File: src/rtl/ysyx_25040109_axi_pkg.sv
// Shared AXI4-Lite response codes, CLINT address map and FSM encodings for the
// core-local timer block.
package ysyx_25040109_axi_pkg;

  localparam logic [1:0] RESP_OKAY   = 2'b00;
  localparam logic [1:0] RESP_SLVERR = 2'b10;
  localparam logic [1:0] RESP_DECERR = 2'b11;

  localparam logic [31:0] CLINT_BASE = 32'h1001_0000;
  localparam logic [31:0] CLINT_LO   = 32'h0000_0000;
  localparam logic [31:0] CLINT_HI   = 32'h0000_0004;

  typedef enum logic [1:0] {
    R_IDLE = 2'd0,
    R_WAIT = 2'd1,
    R_RESP = 2'd2
  } r_state_e;

  typedef enum logic [1:0] {
    W_COLLECT = 2'd0,
    W_COMMIT  = 2'd1,
    W_RESP    = 2'd2
  } w_state_e;

  typedef enum logic [1:0] {
    SEL_NONE = 2'd0,
    SEL_LO   = 2'd1,
    SEL_HI   = 2'd2
  } word_sel_e;

  function automatic word_sel_e decode_word(input logic [31:0] addr,
                                            input logic [31:0] base);
    logic [31:0] off;
    off = addr - base;
    if (off == CLINT_LO) return SEL_LO;
    if (off == CLINT_HI) return SEL_HI;
    return SEL_NONE;
  endfunction

  function automatic logic [31:0] merge_bytes(input logic [31:0] old_word,
                                              input logic [31:0] new_word,
                                              input logic [3:0]  strb);
    logic [31:0] res;
    res = old_word;
    for (int b = 0; b < 4; b++) begin
      if (strb[b]) res[8*b +: 8] = new_word[8*b +: 8];
    end
    return res;
  endfunction

endpackage

File: src/rtl/ysyx_25040109_mtime_counter.sv
// Prescaled free-running 64-bit mtime with a byte-masked 32-bit word write
// port; a write always takes priority over the tick in the same cycle.
module ysyx_25040109_mtime_counter
  import ysyx_25040109_axi_pkg::*;
#(
  parameter int unsigned TICK_DIV = 1
) (
  input  logic        clk,
  input  logic        rst_n,
  input  logic        wr_en,
  input  logic        wr_hi,
  input  logic [31:0] wr_data,
  input  logic [3:0]  wr_strb,
  output logic [63:0] mtime
);

  localparam int unsigned DIV_W = (TICK_DIV > 1) ? $clog2(TICK_DIV) : 1;
  localparam logic [DIV_W-1:0] DIV_LAST = DIV_W'(TICK_DIV - 1);

  logic [DIV_W-1:0] div_cnt_q, div_cnt_d;
  logic [63:0]      mtime_q, mtime_d;

  // A write restarts the prescaler so the next tick is a full period away.
  always_comb begin
    div_cnt_d = div_cnt_q;
    mtime_d   = mtime_q;
    if (wr_en) begin
      div_cnt_d = '0;
      if (wr_hi) mtime_d[63:32] = merge_bytes(mtime_q[63:32], wr_data, wr_strb);
      else       mtime_d[31:0]  = merge_bytes(mtime_q[31:0], wr_data, wr_strb);
    end else if (div_cnt_q == DIV_LAST) begin
      div_cnt_d = '0;
      mtime_d   = mtime_q + 64'd1;
    end else begin
      div_cnt_d = div_cnt_q + DIV_W'(1);
    end
  end

  always_ff @(posedge clk) begin
    if (!rst_n) begin
      div_cnt_q <= '0;
      mtime_q   <= '0;
    end else begin
      div_cnt_q <= div_cnt_d;
      mtime_q   <= mtime_d;
    end
  end

  assign mtime = mtime_q;

endmodule

File: src/rtl/ysyx_25040109_clint.sv
// AXI4-Lite responder exposing mtime as two 32-bit words, with independent
// read and write FSMs and a hi-word shadow for coherent LO->HI reads.
module ysyx_25040109_clint
  import ysyx_25040109_axi_pkg::*;
#(
  parameter logic [31:0] BASE_ADDR  = CLINT_BASE,
  parameter int unsigned TICK_DIV   = 1,
  parameter int unsigned RD_LATENCY = 1
) (
  input  logic        clk,
  input  logic        rst_n,
  input  logic        arvalid,
  output logic        arready,
  input  logic [31:0] araddr,
  output logic        rvalid,
  input  logic        rready,
  output logic [31:0] rdata,
  output logic [1:0]  rresp,
  input  logic        awvalid,
  output logic        awready,
  input  logic [31:0] awaddr,
  input  logic        wvalid,
  output logic        wready,
  input  logic [31:0] wdata,
  input  logic [3:0]  wstrb,
  output logic        bvalid,
  input  logic        bready,
  output logic [1:0]  bresp
);

  localparam int unsigned WAIT_W = (RD_LATENCY > 2) ? $clog2(RD_LATENCY - 1) : 1;
  localparam logic [WAIT_W-1:0] WAIT_INIT = WAIT_W'((RD_LATENCY > 1) ? RD_LATENCY - 2 : 0);

  r_state_e    r_state_q, r_state_d;
  logic [WAIT_W-1:0] wait_q, wait_d;
  logic [31:0] rdata_q, rdata_d;
  logic [1:0]  rresp_q, rresp_d;
  logic [31:0] hi_shadow_q, hi_shadow_d;
  logic        shadow_vld_q, shadow_vld_d;
  word_sel_e   ar_sel;

  w_state_e    w_state_q, w_state_d;
  logic        aw_got_q, aw_got_d;
  logic        w_got_q, w_got_d;
  word_sel_e   w_sel_q, w_sel_d;
  logic [31:0] wdata_q, wdata_d;
  logic [3:0]  wstrb_q, wstrb_d;
  logic [1:0]  bresp_q, bresp_d;
  word_sel_e   aw_sel;
  logic        cnt_wr_en;
  logic [63:0] mtime;

  ysyx_25040109_mtime_counter #(.TICK_DIV(TICK_DIV)) u_counter (
    .clk     (clk),
    .rst_n   (rst_n),
    .wr_en   (cnt_wr_en),
    .wr_hi   (w_sel_q == SEL_HI),
    .wr_data (wdata_q),
    .wr_strb (wstrb_q),
    .mtime   (mtime)
  );

  // Read data is captured at the AR handshake, i.e. before this cycle's tick or commit.
  always_comb begin
    r_state_d    = r_state_q;
    wait_d       = wait_q;
    rdata_d      = rdata_q;
    rresp_d      = rresp_q;
    hi_shadow_d  = hi_shadow_q;
    shadow_vld_d = shadow_vld_q;
    ar_sel       = decode_word(araddr, BASE_ADDR);
    case (r_state_q)
      R_IDLE: if (arvalid) begin
        r_state_d = (RD_LATENCY == 1) ? R_RESP : R_WAIT;
        wait_d    = WAIT_INIT;
        unique case (ar_sel)
          SEL_LO: begin
            rdata_d      = mtime[31:0];
            rresp_d      = RESP_OKAY;
            hi_shadow_d  = mtime[63:32];
            shadow_vld_d = 1'b1;
          end
          SEL_HI: begin
            rdata_d      = shadow_vld_q ? hi_shadow_q : mtime[63:32];
            rresp_d      = RESP_OKAY;
            shadow_vld_d = 1'b0;
          end
          default: begin
            rdata_d = 32'd0;
            rresp_d = RESP_SLVERR;
          end
        endcase
      end
      R_WAIT: begin
        if (wait_q == '0) r_state_d = R_RESP;
        else              wait_d    = wait_q - WAIT_W'(1);
      end
      R_RESP: if (rready) r_state_d = R_IDLE;
      default: r_state_d = R_IDLE;
    endcase
    if (w_state_q == W_COMMIT && w_sel_q != SEL_NONE) shadow_vld_d = 1'b0;
  end

  always_comb begin
    w_state_d = w_state_q;
    aw_got_d  = aw_got_q;
    w_got_d   = w_got_q;
    w_sel_d   = w_sel_q;
    wdata_d   = wdata_q;
    wstrb_d   = wstrb_q;
    bresp_d   = bresp_q;
    cnt_wr_en = 1'b0;
    aw_sel    = decode_word(awaddr, BASE_ADDR);
    case (w_state_q)
      W_COLLECT: begin
        if (awvalid && !aw_got_q) begin
          aw_got_d = 1'b1;
          w_sel_d  = aw_sel;
          bresp_d  = (aw_sel == SEL_NONE) ? RESP_SLVERR : RESP_OKAY;
        end
        if (wvalid && !w_got_q) begin
          w_got_d = 1'b1;
          wdata_d = wdata;
          wstrb_d = wstrb;
        end
        if (aw_got_d && w_got_d) w_state_d = W_COMMIT;
      end
      W_COMMIT: begin
        cnt_wr_en = (w_sel_q != SEL_NONE);
        w_state_d = W_RESP;
      end
      W_RESP: if (bready) begin
        aw_got_d  = 1'b0;
        w_got_d   = 1'b0;
        w_state_d = W_COLLECT;
      end
      default: w_state_d = W_COLLECT;
    endcase
  end

  always_ff @(posedge clk) begin
    if (!rst_n) begin
      r_state_q    <= R_IDLE;
      wait_q       <= '0;
      rdata_q      <= '0;
      rresp_q      <= RESP_OKAY;
      hi_shadow_q  <= '0;
      shadow_vld_q <= 1'b0;
      w_state_q    <= W_COLLECT;
      aw_got_q     <= 1'b0;
      w_got_q      <= 1'b0;
      w_sel_q      <= SEL_NONE;
      wdata_q      <= '0;
      wstrb_q      <= '0;
      bresp_q      <= RESP_OKAY;
    end else begin
      r_state_q    <= r_state_d;
      wait_q       <= wait_d;
      rdata_q      <= rdata_d;
      rresp_q      <= rresp_d;
      hi_shadow_q  <= hi_shadow_d;
      shadow_vld_q <= shadow_vld_d;
      w_state_q    <= w_state_d;
      aw_got_q     <= aw_got_d;
      w_got_q      <= w_got_d;
      w_sel_q      <= w_sel_d;
      wdata_q      <= wdata_d;
      wstrb_q      <= wstrb_d;
      bresp_q      <= bresp_d;
    end
  end

  assign arready = (r_state_q == R_IDLE);
  assign rvalid  = (r_state_q == R_RESP);
  assign rdata   = rdata_q;
  assign rresp   = rresp_q;
  assign awready = (w_state_q == W_COLLECT) && !aw_got_q;
  assign wready  = (w_state_q == W_COLLECT) && !w_got_q;
  assign bvalid  = (w_state_q == W_RESP);
  assign bresp   = bresp_q;

endmodule

File: config.mk
export PLATFORM = sky130hd
export DESIGN_NAME = ysyx_25040109_clint
export DESIGN_NICKNAME = d
export VERILOG_FILES = /design/src/rtl/ysyx_25040109_axi_pkg.sv /design/src/rtl/ysyx_25040109_mtime_counter.sv /design/src/rtl/ysyx_25040109_clint.sv
export SDC_FILE = /design/constraint.sdc
export NUM_CORES = 1
export LEC_CHECK = 0
export ABC_AREA = 1
export BUFFER_PORTS_ARGS = -buffer_cell sky130_fd_sc_hd__buf_4
export CELL_PAD_IN_SITES_DETAIL_PLACEMENT = 0
export CELL_PAD_IN_SITES_GLOBAL_PLACEMENT = 2
export CORE_MARGIN = 3
export CORE_UTILIZATION = 33
export CTS_CLUSTER_SIZE = 28
export DETAILED_ROUTE_END_ITERATION = 6
export PLACE_DENSITY = 0.85
export SLEW_MARGIN = 20
export SYNTH_ARGS = -nofsm -noshare
export SYNTH_HDL_FRONTEND = slang
export SYNTH_SLANG_ARGS = --single-unit
File: constraint.sdc
create_clock -name clk -period 3.35 [get_ports clk]
set_input_delay 0.8375 -clock clk [delete_from_list [all_inputs] [get_ports clk]]
set_output_delay 0.8375 -clock clk [all_outputs]
set_load 0.01 [all_outputs]
==> impl_metrics.csv <==
group,metric,value,unit
run_status,status,"finished, final reports clean",
clock_network,clk_latency,0.45,ns
flow_run,cap_violations,0,
worst_setup_path,critPathKind,"reg2reg",
power_and_ir_drop,p_clk_frac,0.403,
global_routing,grt_antenna_before_repair,0,
clock_network,tritoncts,"done",
place,port_buffers,145,
drt,drc,0,
yosys,netlist.area_leader.share,0.352,
clock_network,cts_inserted_buffers,17,
yosys,yosysTopAreaCell,"dfxtp_1",
drt,drt-wirelength-per-cell,17.8,um
timing,finalCritPeriodShare,0.753,
drt,drt_wl_total,37500,um
place,dp_cells,2081,
timing,report.final.setup_viol,0,
floorplan,coreArea,29200,um2
power_and_ir_drop,p_comb_frac,0.138,
yosys,synth_cell_types,35,
cells_and_area,fin_nets,1824,
cells_and_area,nFillCells,3257,
drt,ant_nets,0,
floorplan,start_util,0.341,
yosys,syn_avg_cell_area,6.17,um2
yosys,syn_area,9940,um2
worst_setup_path,start_kind,"flip-flop",
worst_setup_path,slowest_stage,"dfxtp_1",
power_and_ir_drop,leakagePower,4.82,nW
cells_and_area,regArea,3510,um2
timing,grt_setup_unrepaired,"no",
timing,slew_viol_final,0,
yosys,synth_edf_count,0,
worst_setup_path,critical_path.endpoint_type,"flip-flop",
clock_network,cts_buffer_depth,2,
clock_network,h-tree-depth,4,
floorplan,num_rows,62,
floorplan,ios,148,
clock_network,cts_sinks,175,
yosys,async_flop_share,0,
timing,slew_headroom,0.418,
cells_and_area,diodes,0,
power_and_ir_drop,switching_share,0.308,
power_and_ir_drop,p_sw,1.61,mW
timing,hold_viol_final,0,
global_routing,grt_use_total,0.225,
drt,via_per_inst,5.11,
timing,finalCriticalPeriod,2.52,ns
yosys,synth_seq_cells,175,
worst_setup_path,cp_common_cell,"nand2_1",
cells_and_area,layout-drive-gt1-share,0.134,
timing,fmax,396,MHz
yosys,ys_seq_area_frac,0.352,
worst_hold_path,min_path_type,"reg2reg",
global_routing,grt_pass1_vias,10000,
timing,tightestPinTransition,0.872,ns
floorplan,die_x,180,um
timing,tns,0,ns
place,dpl.hpwl,27900,um
cells_and_area,syn_to_final_growth,19.5,%
drt,drt_iter0_markers,836,
clock_network,cts-root-buf,"clkbuf_16",
yosys,synth.most_common_cell,"nand2_1",
yosys,synth_area_leaders,"dfxtp_1 (35%), nand2_1 (15%), nor2_1 (11%), o21ai_0 (9.5%), a21oi_1 (6.9%)",
clock_network,clkTransAtPathRegs,0.08,ns
cells_and_area,layout.cells.non_filler,2113,
worst_setup_path,cp.arrival,2.86,ns
yosys,synth_ff_type,"dfxtp_1",
timing,clock_skew,0.0147,ns
worst_setup_path,path_max_fanout,5,
power_and_ir_drop,p_int,3.62,mW
place,gp_congestion,0.955,
yosys,synth_common_cells,"nand2_1 (386), nor2_1 (293), o21ai_0 (188)",
clock_network,post_cts_buffers,0,
drt,drtPass1Iterations,6,
cells_and_area,multiInputGateArea,5650,um2
global_routing,grt_first_pass_wirelength,57600,um
worst_setup_path,cp_cell_sequence,"ha_1 -> nand3_2 -> nor2_2 -> nand3_2 -> nor2_1 -> nand3_1 -> nand2_1 -> nand2_1 -> nand2_1 -> a21oi_1",
power_and_ir_drop,p_total,5.23,mW
yosys,yosysWarnings,0,
worst_setup_path,crit_path_max_incr_delay,0.52,ns
power_and_ir_drop,ir_drop,0.326,mV
global_routing,grt_max_degree,82,
power_and_ir_drop,cellPowerDensity,440,nW/um2
power_and_ir_drop,p_seq_frac,0.459,
global_routing,grt.overflow.total,0,
floorplan,dieArea,32200,um2
floorplan,die-height,180,um
yosys,synthCells,1611,
worst_setup_path,crit_required,3.69,ns
clock_network,cts-hold-fix-buffers,0,
clock_network,cts_resized,0,
drt,num_vias,10800,
-- cell usage in the layout (no fill, tap or decap) --
cell type	netlist	routed
dfxtp_4	0	1
xnor2_1	9	9
bufinv_16	0	2
clkinvlp_4	0	2
nand3b_1	4	4
nand3_1	104	104
nand2_2	5	5
nand3_2	4	4
nor2_4	4	5
dfxtp_1	175	174
buf_4	9	160
o21a_1	2	2
inv_2	4	4
inv_8	0	2
o41ai_1	1	1
or2_2	5	5
a21oi_2	2	2
o211ai_1	1	1
nor2_2	10	10
nor3_1	30	30
inv_6	0	8
nand4_1	17	17
nor2_1	293	292
clkbuf_16	0	17
conb_1	1	3
nor3_2	2	2
clkinv_2	0	1
and2_1	2	2
o21ai_1	2	2
ha_1	1	1
a31oi_1	10	10
o21ai_2	1	1
o21ai_0	188	188
inv_1	114	114
nand2_1	386	386
nor3b_1	1	1
a21oi_1	137	137
xor2_1	20	20
-- registers in the layout, indices dropped and copies added (netlist names) --
signal,cells
aw_got_q,1
wdata_q,32
u_counter.div_cnt_q,1
w_sel_q,2
rdata,32
w_got_q,1
u_counter.mtime,64
hi_shadow_q,32
r_state_q,1
wstrb_q,4
bresp,1
shadow_vld_q,1
w_state_q,2
rresp,1
-- kinds of logic (layout without fill, tap and decap cells) --
family	Yosys count	after routing	synth area share
AO/OA/AOI/OAI	344	344	0.177
XOR/XNOR	29	29	0.0255
flip-flops	175	175	0.352
buffers and inverters	194	310	0.0810
adder cells (fa/ha/maj)	1	1	0.00126
AND/OR/NAND/NOR	867	867	0.363
other	1	3	0.000377
-- critical path: cells and delay by family (launching register included) --
kind | cells | cell delay [ns]
simple gates | 8 | 1.51
compound gates | 1 | 0.07
fa+ha+maj | 1 | 0.31
flops | 1 | 0.52
-- final cells by class --
cell class / count / area share
Clock buffer: 17 / 0.0358
Clock inverter: 15 / 0.0145
Sequential cell: 175 / 0.295
Inverter: 118 / 0.0373
Timing Repair Buffer: 160 / 0.101
Multi-Input combinational cell: 1244 / 0.476
Tap cell: 384 / 0.0405
-- per-stage QoR --
step	utilization	instance area [um2]	hold slack (ns)	setup slack, ns
4_1_cts	0.407	11900	0.461	0.880
6_report	0.407	11900	0.459	0.826
5_1_grt	0.407	11900	0.473	0.662
3_5_place_dp	0.387	11300	0.451	0.557
2_1_floorplan	-	9950	0.430	1.31
3_3_place_gp	0.387	11300	0.444	0.620
-- power groups by stage --
stage               clock network, mW  logic (mW)  registers, mW
floorplan                           0       0.459           2.36
global placement                    0       0.718           2.45
detailed placement                  0       0.722           2.45
CTS                              2.16       0.726           2.40
global route                     2.23       0.819           2.42
finish                           2.11       0.721           2.40
-- path summary, 6_finish.rpt --
| kind | start | to | slack, ns | depth (start not counted) |
|---|---|---|---|---|
| setup reg to reg | u_counter.mtime[1] | u_counter.mtime[62] | 0.83 | 10 |
| hold / removal | wdata_q[19] | wdata_q[19] | 0.46 | 2 |
| setup / recovery | u_counter.mtime[1] | u_counter.mtime[62] | 0.83 | 10 |
| hold reg to reg | wdata_q[19] | wdata_q[19] | 0.46 | 2 |
-- layer usage --
metal,global-route usage,share of wire,up-vias
li1,-,-,5447
met1,0.303,0.46,5030
met2,0.369,0.47,289
met3,0.0540,0.064,30
met4,0.0433,0.0098,0
met5,0,0,-
No activity file was read; power rests on OpenSTA's default activity.
